`config.mk`:
```
export PLATFORM = sky130hd
export DESIGN_NAME = alu_decode_stage
export DESIGN_NICKNAME = d
export VERILOG_FILES = /design/src/rtl/alu_decode_stage.sv
export SDC_FILE = /design/constraint.sdc
export NUM_CORES = 1
export LEC_CHECK = 0
export CORE_UTILIZATION = 47
export CTS_BUF_LIST = sky130_fd_sc_hd__clkbuf_8
export CTS_CLUSTER_DIAMETER = 150
export DETAILED_ROUTE_END_ITERATION = 7
export HOLD_SLACK_MARGIN = 0.03
export PLACE_DENSITY_LB_ADDON = 0.25
export RECOVER_POWER = 25
export SYNTH_ARGS = -nofsm -noshare
export SYNTH_HDL_FRONTEND = slang
export SYNTH_SLANG_ARGS = --single-unit
```
`constraint.sdc`:
```
create_clock -name clk -period 3.68 [get_ports clk]
set_input_delay 0.368 -clock clk [delete_from_list [all_inputs] [get_ports clk]]
set_output_delay 0.368 -clock clk [all_outputs]
set_load 0.05 [all_outputs]
```
`src/rtl/alu_decode_stage.sv`:
```
// rtl/alu_decode_stage.sv - RV32I OP/OP-IMM/LUI decode stage with a single-entry output register
//
// Purpose: decodes integer compute instructions into an ALU operation code,
// register indices and a sign-extended immediate, and holds the result in a
// one-entry pipeline register that feeds the execute stage.
//
// Ports:
//   clk, rst          clock (rising edge), asynchronous active-high reset
//   flush             kills the held entry and discards the current input
//   in_valid/in_ready instruction handshake from fetch
//   in_instr          32-bit instruction word
//   out_valid/out_ready decoded-entry handshake to execute
//   out_alu_op        ALU operation code (see t_alu_op)
//   out_rd/rs1/rs2    register indices
//   out_imm           sign-extended immediate
//   out_use_imm       ALU operand b selects imm (1) or rs2 (0)
//   out_rd_we         register writeback enable
//   out_illegal       instruction not supported by this stage

module alu_decode_stage #(
  parameter int XLEN = 32
) (
  input  logic            clk,
  input  logic            rst,
  input  logic            flush,
  input  logic            in_valid,
  output logic            in_ready,
  input  logic [31:0]     in_instr,
  output logic            out_valid,
  input  logic            out_ready,
  output logic [3:0]      out_alu_op,
  output logic [4:0]      out_rd,
  output logic [4:0]      out_rs1,
  output logic [4:0]      out_rs2,
  output logic [XLEN-1:0] out_imm,
  output logic            out_use_imm,
  output logic            out_rd_we,
  output logic            out_illegal
);

  // Encoding is {funct7[5], funct3} so OP instructions map straight through.
  typedef enum logic [3:0] {
    ALU_ADD  = 4'b0000,
    ALU_SLL  = 4'b0001,
    ALU_SLT  = 4'b0010,
    ALU_SLTU = 4'b0011,
    ALU_XOR  = 4'b0100,
    ALU_SRL  = 4'b0101,
    ALU_OR   = 4'b0110,
    ALU_AND  = 4'b0111,
    ALU_SUB  = 4'b1000,
    ALU_SRA  = 4'b1101
  } t_alu_op;

  localparam logic [6:0] OPC_OP     = 7'b0110011;
  localparam logic [6:0] OPC_OP_IMM = 7'b0010011;
  localparam logic [6:0] OPC_LUI    = 7'b0110111;
  localparam logic [6:0] F7_ZERO    = 7'b0000000;
  localparam logic [6:0] F7_ALT     = 7'b0100000;

  logic [6:0] opcode;
  logic [4:0] f_rd;
  logic [2:0] funct3;
  logic [4:0] f_rs1;
  logic [4:0] f_rs2;
  logic [6:0] f7;

  assign opcode = in_instr[6:0];
  assign f_rd   = in_instr[11:7];
  assign funct3 = in_instr[14:12];
  assign f_rs1  = in_instr[19:15];
  assign f_rs2  = in_instr[24:20];
  assign f7     = in_instr[31:25];

  t_alu_op        d_alu_op;
  logic [4:0]     d_rd;
  logic [4:0]     d_rs1;
  logic [4:0]     d_rs2;
  logic [XLEN-1:0] d_imm;
  logic           d_use_imm;
  logic           d_rd_we;
  logic           d_illegal;

  // Combinational decode of the incoming word.
  always_comb begin
    d_alu_op  = ALU_ADD;
    d_rd      = f_rd;
    d_rs1     = f_rs1;
    d_rs2     = f_rs2;
    d_imm     = '0;
    d_use_imm = 1'b0;
    d_rd_we   = 1'b0;
    d_illegal = 1'b1;

    case (opcode)
      OPC_OP: begin
        d_alu_op  = t_alu_op'({f7[5], funct3});
        d_rd_we   = 1'b1;
        d_illegal = !((f7 == F7_ZERO) ||
                      ((f7 == F7_ALT) && ((funct3 == 3'b000) || (funct3 == 3'b101))));
      end
      OPC_OP_IMM: begin
        d_imm     = XLEN'($signed(in_instr[31:20]));
        d_use_imm = 1'b1;
        d_rd_we   = 1'b1;
        d_rs2     = '0;
        d_alu_op  = t_alu_op'({1'b0, funct3});
        // Only the right shift uses instr[30] to pick arithmetic; ADDI and
        // the other immediates ignore it.
        if ((funct3 == 3'b101) && f7[5]) begin
          d_alu_op = ALU_SRA;
        end
        case (funct3)
          3'b001:  d_illegal = (f7 != F7_ZERO);
          3'b101:  d_illegal = !((f7 == F7_ZERO) || (f7 == F7_ALT));
          default: d_illegal = 1'b0;
        endcase
      end
      OPC_LUI: begin
        d_rs1     = '0;
        d_imm     = XLEN'($signed({in_instr[31:12], 12'b0}));
        d_use_imm = 1'b1;
        d_rd_we   = 1'b1;
        d_illegal = 1'b0;
      end
      default: begin
        d_illegal = 1'b1;
      end
    endcase

    // Unsupported entries still flow down the pipe but must be inert.
    if (d_illegal) begin
      d_alu_op  = ALU_ADD;
      d_use_imm = 1'b0;
      d_rd_we   = 1'b0;
    end
  end

  logic load;
  logic valid_next;

  assign in_ready = !out_valid || out_ready;
  assign load     = in_valid && in_ready && !flush;

  // EMPTY/FULL state is out_valid itself; flush wins over every handshake.
  always_comb begin
    valid_next = out_valid;
    if (flush) begin
      valid_next = 1'b0;
    end else if (load) begin
      valid_next = 1'b1;
    end else if (out_ready) begin
      valid_next = 1'b0;
    end
  end

  always_ff @(posedge clk or posedge rst) begin
    if (rst) begin
      out_valid   <= 1'b0;
      out_alu_op  <= ALU_ADD;
      out_rd      <= '0;
      out_rs1     <= '0;
      out_rs2     <= '0;
      out_imm     <= '0;
      out_use_imm <= 1'b0;
      out_rd_we   <= 1'b0;
      out_illegal <= 1'b0;
    end else begin
      out_valid <= valid_next;
      if (load) begin
        out_alu_op  <= d_alu_op;
        out_rd      <= d_rd;
        out_rs1     <= d_rs1;
        out_rs2     <= d_rs2;
        out_imm     <= d_imm;
        out_use_imm <= d_use_imm;
        out_rd_we   <= d_rd_we;
        out_illegal <= d_illegal;
      end
    end
  end

endmodule
```
==> results of run 1 <==
## cells by family after synthesis
| logic type | Yosys count | synth area share (%) |
|---|---|---|
| AOI/OAI and AO/OA | 56 | 22.22 |
| and+or+nand+nor | 29 | 8.611 |
| buffers and inverters | 18 | 5.556 |
| DFF | 55 | 61.11 |
| muxes | 5 | 2.500 |
## flip-flops by register name, summed over array words and instances, names as in the netlist
register,count
out_imm,32
out_rd,5
out_rs1,5
out_rs2,5
out_alu_op,4
out_illegal,1
out_rd_we,1
out_use_imm,1
out_valid,1
## layout make-up
type	instances	area (sq um)
clock buffers	5	68.82
multi-input cells	90	745.7
repair buffers	93	928.4
fillers	318	1200
well taps	52	65.06
clock inverters	3	63.81
inverters	7	26.28
flip-flops and latches	55	1376
## placed cells by master (no fill, tap or decap), drive strengths merged, types with 2 or more instances in the layout
cell,synthesis,final
nand2b,4,4
mux2,5,5
inv,7,8
a221o,20,20
o21ai,5,5
nor4,2,2
nor2,6,6
bufinv,0,2
a22o,23,23
dfrtp,55,55
nor2b,2,2
clkbuf,0,5
a21o,2,2
nand2,6,6
and3,2,2
clkdlybuf4s50,0,91
## metal layers
| metal | up-vias | wire, microns | share of wire, % | GRT usage, % |
|---|---|---|---|---|
| met5 | - | 0 | 0 | 0 |
| met4 | 0 | 80 | 1.4 | 7.111 |
| met3 | 7 | 357 | 6.4 | 6.470 |
| met1 | 889 | 2446 | 44 | 31.39 |
| li1 | 800 | - | - | - |
| met2 | 73 | 2715 | 48 | 37.67 |
## stage by stage
| step | area (sq um) | setup slack, ns | util, % | instances | hold slack, ns |
|---|---|---|---|---|---|
| 3_5_place_dp | 3149 | 1.224 | 70.39 | 297 | 0.4751 |
| 6_report | 3274 | 1.388 | 73.18 | 305 | 0.4931 |
| 2_1_floorplan | 2252 | 1.685 | - | 163 | 0.4344 |
| 3_3_place_gp | 3149 | 1.264 | 70.39 | 297 | 0.4696 |
| 4_1_cts | 3282 | 1.478 | 73.35 | 305 | 0.4960 |
| 5_1_grt | 3274 | 0.9512 | 73.18 | 305 | 0.5240 |
## power by group through the flow
| stage | combinational, W | sequential, W | clock [W] |
|---|---|---|---|
| after global placement | 0.000287 | 0.000662 | 0 |
| after floorplan | 0.0000637 | 0.000766 | 0 |
| after global routing | 0.000303 | 0.000654 | 0.000489 |
| after CTS | 0.000291 | 0.000651 | 0.000460 |
| after detailed placement | 0.000290 | 0.000662 | 0 |
| final | 0.000289 | 0.000651 | 0.000460 |
## worst paths after layout
| kind | cells past startpoint | end | slack (ns) | startpoint |
|---|---|---|---|---|
| worst max-delay path | 2 | out_imm[28] | 1.39 | rst |
| worst min-delay path | 2 | out_alu_op[3] | 0.49 | out_alu_op[3] |
| worst max register to register | 5 | out_rd[4] | 1.50 | out_valid |
| worst min register to register | 2 | out_alu_op[3] | 0.49 | out_alu_op[3] |
| max in group clk | 4 | in_ready | 1.41 | out_ready |
| min in group asynchronous | 2 | out_rs2[2] | 1.13 | rst |
==> run_results.csv, run 1 <==
group,metric,value,unit
outcome,run_status,"finished with violations",
outcome,violations,"design-rule violations, max-capacitance violations, max-slew violations",
floorplanning,std_cell_rows,24,
pwr,power.net_switching,0.0003843,W
pwr,seq_power_share,46.5,%
floorplanning,starting_density,50.34,%
worst_setup_path,worstPathArrival,2.32,ns
synthesis,ys_ff_latch,55,
clock_tree,tritoncts_clock_tree,"built",
worst_setup_path,slowest_delay,1.40,ns
synthesis,synth_top_area_share,61.11,%
synthesis,post_synth_main_area_contributors,"dfrtp_1, a22o_1, a221o_1",
sta,fin_crit,2.292,ns
run,max_cap_violations,1,
sta,clock-skew-final,0.01031,ns
synthesis,synth_cell_type_count,33,
floorplanning,core_area,0.004474,sq mm
finish,antenna_cells,0,
global_route,grt_overflow,0,
sta,slew_headroom,-32.30,%
pwr,internal-power,0.001015,W
synthesis,syn_area_per_cell,13.82,sq um
synthesis,yosys_most_used_dff,"dfrtp_1",
place,place.detailed.hpwl,3.804,mm
worst_setup_path,crit_start_category,"input pin",
worst_setup_path,worst-endpoint-required,3.71,ns
clock_tree,cts_repair_resize_count,0,
sta,fmaxAchievable,0.4364,GHz
synthesis,synth-warning-count,0,
clock_tree,clock_tree.htree_level_count,2,
clock_tree,clk_root_buffer_cell,"clkbuf_8",
sta,grt_setup_unrepaired,"false",
drt,wl_per_cell,18.35,microns
sta,setup_violations,0,
clock_tree,numClockSinks,55,
worst_setup_path,worstSetupPathType,"input pin to async pin",
global_route,grt_antenna_before_repair,0,
drt,final_antenna_net_count,0,
drt,drt-initial-drc-count,231,
pwr,power,0.001400,W
synthesis,synth_top_area_cell,"dfrtp_1",
sta,tightestPinTransition,1.982,ns
pwr,power_per_unit_of_standard_cell_area,427.5,mW/mm^2
clock_tree,postCtsHoldBufs,0,
pwr,fraction_of_power_consumed_by_combinational_cells,20.6,%
floorplanning,floorplan.die.width,71.23,microns
pwr,static-leakage-power,1.465,nW
finish,flow.area_growth_from_synthesis,45.39,%
drt,drc_errors,6,
worst_setup_path,timing.critical_path.slowest_stage_cell,"inv_1",
sta,totalNegativeSetupSlack,0,ns
clock_tree,clock_path_buffers,2,
finish,num-nets-final,289,
global_route,grt_start_max_net_pins,56,
min_path,min-delay-path-class,"flop to flop",
clock_tree,clock_insertion_delay_worst_skew,0.31,ns
synthesis,seq_area_frac_synth,61.11,%
clock_tree,number_of_buffers_added_by_the_clock_tree_synthesis_step,5,
sta,final-max-slew-violation-count,56,
pwr,vdd.ir_drop.worst,0.0003348,V
pwr,clock_power_share,32.9,%
clock_tree,clkTransAtPathRegs,0.09,ns
drt,via_per_inst,5.800,
pwr,netSwitchingFraction,27.46,%
synthesis,yosysMostFrequentCell,"dfrtp_1",
place,portBuffers,92,
floorplanning,number_of_top_level_pins,93,
synthesis,netlist_instances,163,
drt,drt_pre_antenna_iters,6,
drt,route.vias.total,1769,
worst_setup_path,worst-path-buf-inv,2,
worst_setup_path,critPathMaxFanout,55,
clock_tree,cts_post_setup_buffers_inserted,0,
global_route,gr-usage-all-layers,23.46,%
global_route,grt_pass1_wl,9.135,mm
worst_setup_path,worstSetupEndpointType,"async pin",
sta,total_count_of_hold_check_failures_in_the_final_report,0,
synthesis,post_synth_most_frequent_cells,"dfrtp_1, a22o_1, a221o_1",
sta,final_min_period_over_clock_period,62.28,%
synthesis,ys_async_sr_fraction,100.0,%
drt,aggregate_routed_wire_length,5.598,mm
global_route,first_global_vias,1827,
finish,post_route_cells_drive_above_1_share,12.25,%
synthesis,mappedNetlistNets,200,
floorplanning,die_outline_area,0.005073,sq mm
worst_setup_path,cells_along_the_critical_path,"dlygate4sd3_1, inv_1",
synthesis,synth_edf_count,0,
place,globalplace.congestion,0.7409,
floorplanning,floorplan.die.height,71.23,microns
worst_setup_path,critical_path.top_delay_family,"buffers and inverters",
synthesis,post_synth_instance_area,0.002252,sq mm
(Power assumes the default switching activity.)
==> run 2: changes to the inputs <==
CORE_UTILIZATION = 44   (was 47)
clock period = 2.2 ns   (was 3.68 ns; I/O delays follow)
==> run 2 against run 1 <==
- the run now ends clean
- highest routed layer unchanged
- sequential share of layout area decreased by 0.90 points
- largest cell class unchanged
- utilization decreased by 3.7 points
- via count increased by 0.45%
==> run_results.csv, run 2 (synthesis gave the netlist of run 1 again) <==
group,metric,value,unit
finish,largest_register_ffs,32,
finish,num-nets-final,293,
global_route,grt_pass1_wl,8.549,mm
finish,final_cell_mix,"clkdlybuf4s50_1, dfrtp_1, a22o_1, a221o_1, a221o_2",
floorplanning,die_outline_area,0.005409,sq mm
sta,slew_headroom,38.91,%
sta,total_count_of_hold_check_failures_in_the_final_report,0,
sta,final_min_period_over_clock_period,77.97,%
finish,multi_input_area,745.7,sq um
clock_tree,cts_repair_resize_count,0,
finish,flow.area_growth_from_synthesis,48.56,%
floorplanning,std_cell_rows,25,
finish,regArea,0.001376,sq mm
pwr,fraction_of_power_consumed_by_combinational_cells,21.1,%
outcome,run_status,"finished, final reports clean",
pwr,vdd.ir_drop.worst,0.0003008,V
clock_tree,tritoncts_clock_tree,"built",
worst_setup_path,worstSetupPathType,"flop to flop",
clock_tree,numClockSinks,55,
floorplanning,floorplan.die.width,73.55,microns
pwr,clock_power_share,32.4,%
sta,setup_violations,0,
sta,final-max-slew-violation-count,0,
pwr,static-leakage-power,1.495,nW
finish,antenna_cells,0,
drt,route.vias.total,1777,
floorplanning,number_of_top_level_pins,93,
finish,post_route_cells_drive_above_1_share,14.01,%
pwr,internal-power,0.001707,W
worst_setup_path,crit_start_category,"flop",
place,portBuffers,92,
finish,final_common_cell,"clkdlybuf4s50_1",
worst_setup_path,worstSetupEndpointType,"flop",
sta,fmaxAchievable,0.5829,GHz
drt,aggregate_routed_wire_length,5.321,mm
sta,clock-skew-final,0.003183,ns
run,max_cap_violations,0,
drt,drt-initial-drc-count,113,
pwr,seq_power_share,46.6,%
global_route,first_global_vias,1708,
clock_tree,clk_root_buffer_cell,"clkbuf_8",
worst_setup_path,worstPathArrival,1.90,ns
sta,tightestPinTransition,0.9154,ns
global_route,grt_antenna_before_repair,0,
drt,drt_pre_antenna_iters,4,
floorplanning,core_area,0.004817,sq mm
finish,stdcell_area,0.003346,sq mm
min_path,min-delay-path-class,"input pin to flop",
clock_tree,clock_insertion_delay_worst_skew,0.29,ns
clock_tree,clock_tree.htree_level_count,2,
pwr,power_per_unit_of_standard_cell_area,697.3,mW/mm^2
drt,final_antenna_net_count,0,
finish,max_flop_register,"out_imm",
finish,layout.core_utilization,69.45,%
sta,grt_setup_unrepaired,"false",
drt,via_per_inst,5.485,
global_route,gr-usage-all-layers,20.99,%
place,preCtsSetupSlack,0.2766,ns
place,globalplace.congestion,0.8222,
worst_setup_path,worst-endpoint-required,2.39,ns
global_route,grt_overflow,0,
finish,final.fill_count,373,
drt,wl_per_cell,16.42,microns
pwr,netSwitchingFraction,26.85,%
clock_tree,cts_post_setup_buffers_inserted,0,
clock_tree,postCtsHoldBufs,0,
drt,drc_errors,0,
worst_setup_path,critPathMaxFanout,20,
clock_tree,clkTransAtPathRegs,0.09,ns
clock_tree,number_of_buffers_added_by_the_clock_tree_synthesis_step,5,
place,place.detailed.hpwl,3.825,mm
sta,setup_slack,0.4846,ns
floorplanning,starting_density,46.75,%
place,placement.cell_area,0.003221,sq mm
sta,totalNegativeSetupSlack,0,ns
floorplanning,floorplan.die.height,73.55,microns
clock_tree,clock_path_buffers,2,
sta,fin_crit,1.715,ns
pwr,power.net_switching,0.0006263,W
global_route,grt_start_max_net_pins,34,
run 2: cell types whose count changed in the layout (fill, tap and decap cells not counted), sizes merged:
cell | before | now
clkdlybuf4s50 | 91 | 90
buf | 1 | 6
run 2: final timing paths:
path,cells past startpoint,slack [ns],endpoint,from
min,2,0.48,out_valid,flush
max,5,0.48,out_rd[3],out_valid
min reg2reg,2,0.49,out_alu_op[1],out_alu_op[1]
max reg2reg,5,0.48,out_rd[3],out_valid
max in group asynchronous,3,0.97,out_imm[4],rst
min in group asynchronous,2,0.56,out_rs1[2],rst
run 2: layout make-up:
cell class	count	share of cell area, %
clock inverter	3	1.907
clock buffer	5	2.057
timing repair buffer	97	29.32
multi-input combinational	90	22.29
inverter	7	0.7853
tap	67	2.506
sequential	55	41.14
run 2: layer usage:
layer / up-vias / share of wire [%] / global-route usage [%] / routed length, microns
met5: - / 0 / 0 / 0
met3: 2 / 6.6 / 4.664 / 353
met2: 79 / 50 / 32.52 / 2637
li1: 818 / - / - / -
met4: 0 / 0.55 / 5.556 / 29
met1: 878 / 43 / 29.95 / 2300
run 2: per-stage QoR:
step / instances / hold WS [ns] / total power, W
5_1_grt: 324 / 0.5148 / 0.002423
6_report: 324 / 0.4849 / 0.002333
3_3_place_gp: 316 / 0.4671 / 0.001597
3_5_place_dp: 316 / 0.4705 / 0.001602
4_1_cts: 324 / 0.2841 / 0.002351
2_1_floorplan: 163 / 0.2864 / 0.001387
run 2: critical path: stages, from the launching register on:
cell	delay, ns
dfrtp_1	0.35
nor2b_1	0.29
inv_1	0.11
nand2b_2	0.20
buf_4	0.28
mux2_2	0.36
run 2: power groups by stage:
stage / Clock, W / Combinational, W / Sequential, W
final: 0.000755 / 0.000491 / 0.00109
after global routing: 0.000812 / 0.000519 / 0.00109
after CTS: 0.000768 / 0.000497 / 0.00109
after detailed placement: 0 / 0.000495 / 0.00111
after global placement: 0 / 0.000492 / 0.00111
after floorplan: 0 / 0.000106 / 0.00128
==> run 3: changes to the inputs <==
clock period = 1.6 ns   (was 2.2 ns; I/O delays follow)
==> run 3 against run 2 <==
- register-to-register slack got worse by 0.38 ns
- final cell count is 7.1% higher
- critical path depth fell by 1
- first-iteration DRC count down 9.7%
- utilization grew 0.68 points
- sequential share of layout area shrank 0.36 points
- flip-flop and latch count did not move
- worst hold slack worse by 0.10 ns
- design area up 0.97%
- via count grew 4.7%
- clock-buffer cell count unchanged
- setup slack got worse by 0.40 ns
- critical path type is now flop to output port
==> run_results.csv, run 3 (synthesis gave the netlist of run 1 again) <==
group,metric,value,unit
outcome,run_status,"finished, final reports clean",
finish,layout.core_utilization,70.13,%
sta,fmaxAchievable,0.6617,GHz
worst_setup_path,crit_start_category,"flop",
finish,max_flop_register,"out_imm",
finish,final.fill_count,397,
finish,largest_register_ffs,32,
sta,final_min_period_over_clock_period,94.45,%
global_route,grt_start_max_net_pins,22,
floorplanning,number_of_top_level_pins,93,
floorplanning,std_cell_rows,25,
sta,finalHoldWorstSlack,0.3810,ns
clock_tree,number_of_buffers_added_by_the_clock_tree_synthesis_step,5,
global_route,grt_pass1_wl,8.811,mm
worst_setup_path,worst-endpoint-required,1.44,ns
clock_tree,numClockSinks,55,
clock_tree,clock_tree.htree_level_count,2,
global_route,first_global_vias,1801,
pwr,static-leakage-power,1.711,nW
clock_tree,clk_root_buffer_cell,"clkbuf_8",
global_route,grt_overflow,0,
sta,totalNegativeSetupSlack,0,ns
floorplanning,floorplan.die.height,73.55,microns
worst_setup_path,worstPathArrival,1.35,ns
worst_setup_path,critPathMaxFanout,3,
pwr,power_per_unit_of_standard_cell_area,870.6,mW/mm^2
finish,final_common_cell,"buf_4",
floorplanning,core_area,0.004817,sq mm
place,place.detailed.hpwl,4.314,mm
drt,via_per_inst,5.363,
sta,fin_crit,1.511,ns
pwr,fraction_of_power_consumed_by_combinational_cells,24.2,%
drt,wl_per_cell,16.03,microns
drt,drc_errors,0,
clock_tree,clkTransAtPathRegs,0.09,ns
finish,flow.area_growth_from_synthesis,50.00,%
run,max_cap_violations,0,
clock_tree,clock_path_buffers,2,
min_path,min-delay-path-class,"input pin to async pin",
sta,total_count_of_hold_check_failures_in_the_final_report,0,
finish,final_cell_mix,"buf_4, dfrtp_1, clkdlybuf4s50_1, a22o_1, a221o_1",
finish,num-nets-final,316,
clock_tree,tritoncts_clock_tree,"built",
floorplanning,die_outline_area,0.005409,sq mm
pwr,vdd.ir_drop.worst,0.0003370,V
finish,antenna_cells,0,
finish,post_route_cells_drive_above_1_share,41.79,%
place,portBuffers,92,
drt,aggregate_routed_wire_length,5.564,mm
drt,route.vias.total,1861,
place,globalplace.congestion,0.8335,
sta,slew_headroom,56.53,%
floorplanning,starting_density,46.75,%
pwr,clock_power_share,24.8,%
global_route,grt_antenna_before_repair,0,
drt,drt_pre_antenna_iters,4,
pwr,netSwitchingFraction,30.25,%
clock_tree,clock_insertion_delay_worst_skew,0.31,ns
sta,setup_violations,0,
pwr,power.net_switching,0.0008898,W
drt,drt-initial-drc-count,102,
clock_tree,postCtsHoldBufs,0,
drt,final_antenna_net_count,0,
sta,grt_setup_unrepaired,"true",
floorplanning,floorplan.die.width,73.55,microns
pwr,seq_power_share,51.0,%
sta,final-max-slew-violation-count,0,
pwr,power,0.002941,W
worst_setup_path,worstSetupPathType,"flop to output port",
sta,clock-skew-final,0.006501,ns
worst_setup_path,worstSetupEndpointType,"output port",
global_route,gr-usage-all-layers,22.00,%
sta,tightestPinTransition,0.6514,ns
pwr,internal-power,0.002051,W
run 3: cell count changes in the layout (fill, tap and decap cells not counted), sizes merged:
cell | before | now
buf | 6 | 82
clkdlybuf4s50 | 90 | 35
bufinv | 2 | 0
clkbuf | 5 | 7
clkinvlp | 0 | 2
clkinv | 0 | 1
inv | 8 | 7
run 3: critical path: stages, from the launching register on:
cell	delay, ns
dfrtp_2	0.38
nor2b_4	0.21
clkinvlp_4	0.14
buf_4	0.14
buf_4	0.18
run 3: final cells by class:
cell class	count	area [sq um]	area share (%)
multi-input combinational	90	778.2	23.04
sequential	55	1378	40.78
clock buffer	5	68.82	2.037
timing repair buffer	120	1023	30.30
inverter	7	30.03	0.8889
clock inverter	3	16.27	0.4815
tap	67	83.83	2.481
run 3: power groups by stage:
stage          clock (W)  combinational [W]  sequential (W)
6_report        0.000729           0.000713         0.00150
2_1_floorplan          0           0.000166         0.00176
4_1_cts         0.000739           0.000729         0.00150
3_3_place_gp           0           0.000719         0.00152
5_1_grt         0.000813           0.000750         0.00151
3_5_place_dp           0           0.000726         0.00153
run 3: repair_timing:
item	CTS	global route
hold endpoints to repair	0	0
buffers inserted	0	0
pin swaps	0	1
endpoints found under the setup margin	8	6
gates resized for setup	1	1
gates cloned	0	0
run 3: worst paths after layout:
kind | start | to | slack, ns | cells past startpoint
setup reg to reg | out_valid | out_alu_op[0] | 0.10 | 5
min in group clk | flush | out_valid | 0.40 | 2
setup / recovery | out_valid | in_ready | 0.09 | 4
max in group asynchronous | rst | out_rs1[4] | 0.27 | 3
hold / removal | rst | out_imm[29] | 0.38 | 2
hold reg to reg | out_imm[11] | out_imm[11] | 0.50 | 1
run 3: layer usage:
layer	routed length, microns	GRT usage, %	vias up
met1	2393	29.05	945
met2	2863	36.39	51
li1	-	-	857
met5	0	0	-
met4	76	8.333	0
met3	231	3.704	8
run 3: through the flow:
stage	worst slack, ns	instance area [sq um]	cells
global route	-0.001475	3378	347
CTS	0.05290	3408	347
global placement	-0.1608	3322	339
detailed placement	-0.1941	3322	339
finish	0.08883	3378	347
floorplan	-0.1817	2290	163
